==> config.mk <==
export PLATFORM = sky130hd
export DESIGN_NAME = pal_cfg_loader
export DESIGN_NICKNAME = d
export VERILOG_FILES = /design/src/rtl/pal_cfg_pkg.sv /design/src/rtl/pal_cfg_tick_gen.sv /design/src/rtl/pal_cfg_loader.sv
export SDC_FILE = /design/constraint.sdc
export NUM_CORES = 1
export LEC_CHECK = 0
export CORE_MARGIN = 3
export CORE_UTILIZATION = 60
export CTS_BUF_LIST = sky130_fd_sc_hd__clkbuf_4
export DETAILED_ROUTE_END_ITERATION = 7
export PLACE_DENSITY = 0.88
export REMOVE_ABC_BUFFERS = 1
export SYNTH_ARGS = -nofsm -noshare
export SYNTH_HDL_FRONTEND = slang
export SYNTH_SLANG_ARGS = --single-unit
==> constraint.sdc <==
create_clock -name clk -period 3.1 [get_ports clk]
set_input_delay 0.62 -clock clk [delete_from_list [all_inputs] [get_ports clk]]
set_output_delay 0.62 -clock clk [all_outputs]
set_load 0.02 [all_outputs]
==> src/rtl/pal_cfg_pkg.sv <==
// rtl/pal_cfg_pkg.sv - shared state type and bitstream sizing for the PAL configuration loader
package pal_cfg_pkg;

  typedef enum logic [1:0] {
    IDLE   = 2'd0,
    SETUP  = 2'd1,
    PULSE  = 2'd2,
    FINISH = 2'd3
  } pal_cfg_state_t;

  // Two AND-plane bits per input per product term, plus one OR-plane bit per product per output
  function automatic int pal_bitstream_len(input int n, input int m, input int p);
    return 2 * n * p + p * m;
  endfunction

endpackage

==> src/rtl/pal_cfg_tick_gen.sv <==
// rtl/pal_cfg_tick_gen.sv - half-period down-counter that paces PAL_CLK phases
module pal_cfg_tick_gen #(
  parameter int HALF_PERIOD = 1
) (
  input  logic clk,
  input  logic rst_n,
  input  logic reload,
  output logic tick
);

  localparam int HP_W = $clog2(HALF_PERIOD + 1);

  logic [HP_W-1:0] cnt;

  // Reload on each state entry so every phase lasts exactly HALF_PERIOD cycles; park at zero
  always_ff @(posedge clk or negedge rst_n) begin
    if (!rst_n) begin
      cnt <= '0;
    end else if (reload) begin
      cnt <= HP_W'(HALF_PERIOD - 1);
    end else if (cnt != '0) begin
      cnt <= cnt - HP_W'(1);
    end
  end

  assign tick = (cnt == '0);

endmodule

==> src/rtl/pal_cfg_loader.sv <==
// rtl/pal_cfg_loader.sv - serial LSB-first bitstream loader for the PAL; optional PAL_CFG_LOCK_EN makes it one-time per reset
module pal_cfg_loader
  import pal_cfg_pkg::*;
#(
  parameter int N             = 4,
  parameter int M             = 1,
  parameter int P             = 3,
  parameter int HALF_PERIOD   = 1,
  localparam int BITSTREAM_LEN = pal_bitstream_len(N, M, P)
) (
  input  logic                     clk,
  input  logic                     rst_n,
  input  logic                     start,
  input  logic [BITSTREAM_LEN-1:0] bitstream,
  output logic                     busy,
  output logic                     done,
  output logic                     configured,
  output logic                     pal_clk,
  output logic                     pal_cfg
);

  localparam int CNT_W = $clog2(BITSTREAM_LEN);

  pal_cfg_state_t           state;
  pal_cfg_state_t           next_state;
  logic [BITSTREAM_LEN-1:0] shreg;
  logic [CNT_W-1:0]         bit_cnt;
  logic                     tick;
  logic                     accept;
  logic                     last_bit;
  logic                     busy_d;
  logic                     done_d;
  logic                     pal_clk_d;

`ifdef PAL_CFG_LOCK_EN
  assign accept = start && !configured;
`else
  assign accept = start;
`endif

  assign last_bit = (bit_cnt == CNT_W'(BITSTREAM_LEN - 1));

  pal_cfg_tick_gen #(
    .HALF_PERIOD(HALF_PERIOD)
  ) u_tick_gen (
    .clk   (clk),
    .rst_n (rst_n),
    .reload(next_state != state),
    .tick  (tick)
  );

  // State register
  always_ff @(posedge clk or negedge rst_n) begin
    if (!rst_n) begin
      state <= IDLE;
    end else begin
      state <= next_state;
    end
  end

  // Next-state logic: alternate SETUP/PULSE per bit, one FINISH cycle after the last bit
  always_comb begin
    next_state = state;
    case (state)
      IDLE:    if (accept) next_state = SETUP;
      SETUP:   if (tick) next_state = PULSE;
      PULSE:   if (tick) next_state = last_bit ? FINISH : SETUP;
      FINISH:  next_state = IDLE;
      default: next_state = IDLE;
    endcase
  end

  // Output decode from the upcoming state so the registered outputs line up with state entry
  always_comb begin
    busy_d    = (next_state == SETUP) || (next_state == PULSE);
    done_d    = (next_state == FINISH);
    pal_clk_d = (next_state == PULSE);
  end

  // Output registers keep START/BITSTREAM off any combinational output path
  always_ff @(posedge clk or negedge rst_n) begin
    if (!rst_n) begin
      busy    <= 1'b0;
      done    <= 1'b0;
      pal_clk <= 1'b0;
    end else begin
      busy    <= busy_d;
      done    <= done_d;
      pal_clk <= pal_clk_d;
    end
  end

  // Datapath: capture image on accept, shift at the end of each high phase, set CONFIGURED after FINISH
  always_ff @(posedge clk or negedge rst_n) begin
    if (!rst_n) begin
      shreg      <= '0;
      bit_cnt    <= '0;
      pal_cfg    <= 1'b0;
      configured <= 1'b0;
    end else begin
      case (state)
        IDLE: begin
          if (accept) begin
            shreg      <= bitstream;
            bit_cnt    <= '0;
            pal_cfg    <= bitstream[0];
            configured <= 1'b0;
          end
        end
        PULSE: begin
          if (tick && !last_bit) begin
            shreg   <= {1'b0, shreg[BITSTREAM_LEN-1:1]};
            bit_cnt <= bit_cnt + CNT_W'(1);
            pal_cfg <= shreg[1];
          end
        end
        FINISH: begin
          configured <= 1'b1;
        end
        default: begin
        end
      endcase
    end
  end

endmodule
==> results of run 1 <==
==> synth_stat cells <==
cell type  count
a22o_1         2
nand2b_1       3
inv_1         29
buf_4          1
a32o_1         1
clkinv_1       1
and3_1         2
ha_1           4
o21ai_0        6
buf_6          5
a21oi_1        1
a211oi_1       6
o21ba_2        1
a211oi_2      20
o21a_1         1
buf_2         10
dfrtp_1       38
and4b_4        1
a21o_1         2
and2_4         1
clkbuf_1       4
nor2_1         4
nor3_1         1
o32ai_1       52
buf_1          1
or2_2          1
nor4b_1        1
nand4b_1       1
==> power by group through the flow <==
stage	logic [mW]	registers, mW	clock network [mW]
after global routing	1.27	1.03	0.389
after global placement	1.06	0.965	0
after floorplan	0.796	0.980	0
after detailed placement	1.15	0.988	0
final	1.18	0.997	0.359
after CTS	1.17	0.983	0.365
==> registers in the layout (all words and copies together) (netlist names) <==
register	count
state	2
pal_clk	1
shreg	27
done	1
busy	1
bit_cnt	5
configured	1
==> through the flow <==
step / instances / instance area, um^2 / utilization [%] / hold slack (ps) / setup WS [ps]
3_5_place_dp: 261 / 2465 / 72.16 / 504.8 / 642.5
6_report: 269 / 2547 / 74.58 / 359.0 / 957.9
2_1_floorplan: 179 / 2057 / - / 324.4 / 899.8
3_3_place_gp: 261 / 2465 / 72.16 / 497.5 / 762.7
5_1_grt: 269 / 2547 / 74.58 / 398.0 / 834.6
4_1_cts: 269 / 2547 / 74.58 / 373.3 / 987.6
==> metal layers <==
metal  global-route usage (%)  vias up
met1                    32.68      929
met3                    4.762       13
li1                         -      840
met2                    43.49      109
met5                        0        -
met4                    8.122        0
==> cells by family (layout without fill, tap and decap cells) <==
| logic type | after synthesis | count (layout) | synth area share (%) |
|---|---|---|---|
| AOI/OAI and AO/OA | 92 | 92 | 38.63 |
| DFF | 38 | 38 | 43.43 |
| adders and majority gates | 4 | 4 | 2.286 |
| and+or+nand+nor | 15 | 15 | 4.457 |
| buffers and inverters | 51 | 74 | 11.20 |
==> worst max-delay path, cell delays in order (launching register included) <==
cell and delay (ps):
dfrtp_1 730, buf_4 320, or2_2 490, o32ai_1 220
a211oi_2 270
==> final timing paths <==
kind	end	startpoint	depth (start not counted)
worst max-delay path	shreg[23]	state[1]	4
worst min-delay path	shreg[3]	rst_n	1
worst max register to register	shreg[23]	state[1]	4
worst min register to register	shreg[26]	shreg[26]	1
max in group asynchronous	bit_cnt[2]	rst_n	1
min in group clk	shreg[26]	shreg[26]	1
==> layout make-up <==
cell class / instances / area, um^2
Clock buffer: 7 / 52.55
Clock inverter: 1 / 30.03
Fill cell: 246 / 868.3
Inverter: 30 / 112.6
Multi-Input combinational cell: 111 / 993.5
Sequential cell: 38 / 950.9
Tap cell: 46 / 57.56
Timing Repair Buffer: 36 / 350.3
==> metrics.md, run 1 <==
| Metric | Value |
|---|---|
| Max-Slew Margin vs Limit | `29.07%` |
| Total grt overflow | `0` |
| Post-synthesis average cell area | `approximately 11 um^2` |
| Die area | `4410 um^2` |
| Die H | `between 60 and 70 um` |
| Clock buffer depth | `2` |
| 1st-pass router iterations | `5` |
| Outcome | `finished, final reports clean` |
| Max H-tree Level | `2` |
| CTS tree | `built` |
| Cts repair resizes | `0` |
| Netlist Area Pre-Place | `2190 um^2` |
| Area Growth Syn to Fin | `16.34%` |
| Tmin final | `roughly 2100 ps` |
| Power Density | `994.4 nW/um^2` |
| Final Max Tran Viols | `0` |
| Worst-path clk slew | `120 ps` |
| Total CTS buffers | `5` |
| Internal | `1.453 mW` |
| Commonest non-fill, non-tap cell in the layout | `o32ai_1` |
| Initial drt markers | `around 270` |
| DR WL/cell | `19.82 um` |
| Netlist cell types | `28` |
| CP Launch Type | `flip-flop` |
| Detailed-route via count | `1,891` |
| DP HPWL | `3.178 mm` |
| Power share of the sequential group | `39.4%` |
| Required time worst endpoint | `between 3000 and 4000 ps` |
| Final worst-path cycle share | `slightly below 70%` |
| CP arrival | `2390 ps` |
| Cell taking the most area after synthesis | `dfrtp_1` |
| Overall power | `around 2.5 mW` |
| Largest net degree at the start of global routing | `39` |
| Hold Crit Class | `in2async` |
| Critical path endpoint category | `flip-flop` |
| Vias per cell | `7.030` |
| Initial Util | `64.10%` |
| R2r setup slk | `960 ps` |
| Core Box Area | `3416 um^2` |
| Initial antenna violation count | `0` |
| CTS Hold Bufs | `0` |
| Clock Tree Root | `clkbuf_4` |
| WL met3 | `approximately 390 um` |
| Clk pwr share | `14.2%` |
| Worst vdd ir | `between 0.0005 and 0.0006 V` |
| Layout Skew | `10.09 ps` |
| Comb pwr share | `46.5%` |
| Syn. warnings | `0` |
| Top routing layer in use | `met4` |
| Worst slew pin tran | `1064 ps` |
| TritonCTS Sinks | `38` |
| FMAX | `0.4668 GHz` |
| Latest clock arrival within the worst-skew pair | `350 ps` |
| #FFs+latches synth | `38` |
| Max-Cap Viols | `0` |
| Worst-path maximum fanout | `26` |
| Top cell type's share of synthesized area | `a little over two fifths` |
| GRT Util Overall | `between 20% and 30%` |
| Mapped Cells | `200` |
| Final Setup Violations | `0` |
| Layout cells sized above 1 | `15.70%` |
| Die width | `66.41 um` |
| Routability cong. | `about 0.75` |
| Number of port buffers | `34` |
| Routed WL | `5.331 mm` |
| # IOs | `35` |
| Critical path class | `reg2reg` |
| Switching pwr | `1.080 mW` |
| Post-CTS setup buffers | `0` |
| WL met2 | `~2.8 mm` |
| Setup TNS | `0 ps` |
| Commonest non-fill, non-tap cells in the layout | `52 x o32ai_1, 38 x dfrtp_1, 33 x clkdlybuf4s50_1, 29 x inv_1, 20 x a211oi_2` |
| Final Hold Viols | `0` |
| RSZ-0062 raised after global routing | `false` |
| Vias in the first global route | `1,819` |
| Detail Route Antenna Nets | `0` |
| Largest cells by area after synthesis | `dfrtp_1 43%, o32ai_1 21%, a211oi_2 11%, inv_1 5.0%, buf_6 2.6%` |
| Final #Nets | `256` |
| Sw Ratio | `42.62%` |
| M1 wire length | `2.102 mm` |
| Diodes inserted | `0` |
| First-pass GRT wire length | `8.645 mm` |
| DRC viols | `0` |
| Seq/Total Area, Yosys | `between 40% and 50%` |
| Leakage | `1.035 nW` |
| Std cell rows | `21` |
Note: power is estimated with default switching activity, not from simulation.
==> inputs of run 2 (changes only) <==
CORE_UTILIZATION = 50   (was 60)
PLACE_DENSITY = 0.78   (was 0.88)
clock period = 1.8 ns   (was 3.1 ns; I/O delays follow)
==> metrics.md, run 2 (synthesis gave the netlist of run 1 again) <==
| Metric | Value |
|---|---|
| Clock buffer depth | `2` |
| WHS | `460.0 ps` |
| Critical path class | `reg2out` |
| 1st-pass router iterations | `4` |
| Final Hold Viols | `0` |
| Required time worst endpoint | `1440 ps` |
| Routability cong. | `about 0.76` |
| Core Box Area | `4115 um^2` |
| RSZ-0062 raised after global routing | `false` |
| Outcome | `finished, final reports clean` |
| Largest net degree at the start of global routing | `27` |
| FMAX | `0.5842 GHz` |
| Clock Tree Root | `clkbuf_4` |
| Final Max Tran Viols | `0` |
| Crit-path cells | `clkdlybuf4s50_1` |
| Initial Util | `53.21%` |
| Non-Filler Instances | `~280` |
| Leakage | `1.079 nW` |
| CTS tree | `built` |
| First-pass GRT wire length | `approximately 8.4 mm` |
| Layout Skew | `2.791 ps` |
| Initial antenna violation count | `0` |
| Vias in the first global route | `1,807` |
| DP Cell Count | `275` |
| Max-Slew Margin vs Limit | `65.29%` |
| CP max-delay cell | `clkdlybuf4s50_1` |
| Worst-path clk slew | `100 ps` |
| TritonCTS Sinks | `38` |
| GRT Util Overall | `20.01%` |
| Routed WL | `approximately 5 mm` |
| Initial drt markers | `90` |
| CP Launch Type | `flip-flop` |
| Setup TNS | `0 ps` |
| Std cell rows | `23` |
| Post-CTS setup buffers | `0` |
| Number of port buffers | `34` |
| Final Setup Violations | `0` |
| Met3 Use GR | `2.909%` |
| Multi-input gate area in the final layout | `993.5 um^2` |
| Worst vdd ir | `0.0006118 V` |
| Area Growth Syn to Fin | `19.66%` |
| Max H-tree Level | `2` |
| Register area | `950.9 um^2` |
| Total grt overflow | `0` |
| Met2 Usage GRT | `33.57%` |
| GRT met1 Usage | `26.40%` |
| Diodes inserted | `0` |
| Die area | `5209 um^2` |
| Biggest register | `shreg` |
| Bufs and invs on worst path | `1` |
| Final #Nets | `around 270` |
| Max-Cap Viols | `0` |
| Worst-path maximum fanout | `4` |
| Layout cells sized above 1 | `18.88%` |
| Final setup margin | `88.25 ps` |
| Critical path endpoint category | `primary output` |
| DR WL/cell | `17.61 um` |
| DP HPWL | `3.321 mm` |
| Core Util, Final | `63.67%` |
| Cts repair resizes | `0` |
| Detail Route Antenna Nets | `0` |
| Total CTS buffers | `5` |
| Commonest non-fill, non-tap cells in the layout | `52 x o32ai_1, 38 x dfrtp_1, 33 x clkdlybuf4s50_1, 29 x inv_1, 20 x a211oi_2` |
| Critical path's largest stage delay | `620 ps` |
| Vias per cell | `6.389` |
| Worst slew pin tran | `520.7 ps` |
| Top flop regs | `shreg x27, bit_cnt x5, state x2` |
| CP arrival | `1350 ps` |
| Delay-heaviest family, CP | `buffers and inverters` |
| Final worst-path cycle share | `95.10%` |
| Detailed-route via count | `1,808` |
| # IOs | `35` |
| Commonest non-fill, non-tap cell in the layout | `o32ai_1` |
| Die width | `72.18 um` |
| Tmin final | `1712 ps` |
| Layer with the highest usage | `met2` |
| Pre-CTS setup slack | `-77.87 ps` |
| Latest clock arrival within the worst-skew pair | `330 ps` |
| Fill count | `372` |
| Power Density | `1594 nW/um^2` |
| Die H | `~72 um` |
| DRC viols | `0` |
| Max FFs per register | `27` |
| Hold Crit Class | `in2async` |
-- run 2: changes by cell type in the layout (fill, tap and decap cells not counted) --
| cell | previous run | this run |
|---|---|---|
| bufinv_16 | 1 | 0 |
| buf_4 | 2 | 11 |
| buf_12 | 0 | 1 |
| dlygate4sd3_1 | 0 | 1 |
-- run 2: layer usage --
layer / vias to the layer above / wire length, um
met3: 2 / 206
met1: 901 / 2299
met4: 0 / 30
li1: 859 / -
met5: - / 0
met2: 46 / 2447
-- run 2: repair_timing --
item                                    CTS  global route
hold endpoints to repair                 14             0
endpoints found under the setup margin    0             0
hold buffers                              1             0
-- run 2: power by group --
| part | switching, mW | leakage [nW] | internal (mW) |
|---|---|---|---|
| Clock | 0.257 | 0.0322 | 0.178 |
| Combinational | 1.09 | 0.598 | 0.983 |
| Sequential | 0.400 | 0.448 | 1.27 |
-- run 2: final cells by class --
type	instances	area share, %
multi-input cells	111	37.92
inverters	30	4.298
repair buffers	47	17.10
flip-flops and latches	38	36.29
clock buffers	7	2.006
well taps	50	2.388
-- run 2: per-stage QoR --
| step | instance area [um^2] | power (mW) |
|---|---|---|
| after floorplan | 2057 | 3.059 |
| after CTS | 2620 | 4.202 |
| final | 2620 | 4.176 |
| after global routing | 2620 | 4.496 |
| after detailed placement | 2557 | 3.744 |
| after global placement | 2557 | 3.654 |
-- run 2: worst reg2reg max path, delay by kind of cell (launching register included) --
kind,cells,cell delay (ps)
and+or+nand+nor,2,740
AOI/OAI and AO/OA,1,140
adders and majority gates,1,190
DFF,1,410
buffers and inverters,1,100
-- run 2: final timing paths --
path / from / slack [ps] / to / cells past startpoint
max: shreg[0] / 90 / pal_cfg / 1
min: rst_n / 460 / shreg[18] / 2
max reg2reg: bit_cnt[0] / 110 / shreg[15] / 5
min reg2reg: shreg[26] / 520 / shreg[26] / 1
max in group asynchronous: rst_n / 880 / shreg[24] / 3
min in group clk: shreg[26] / 520 / shreg[26] / 1
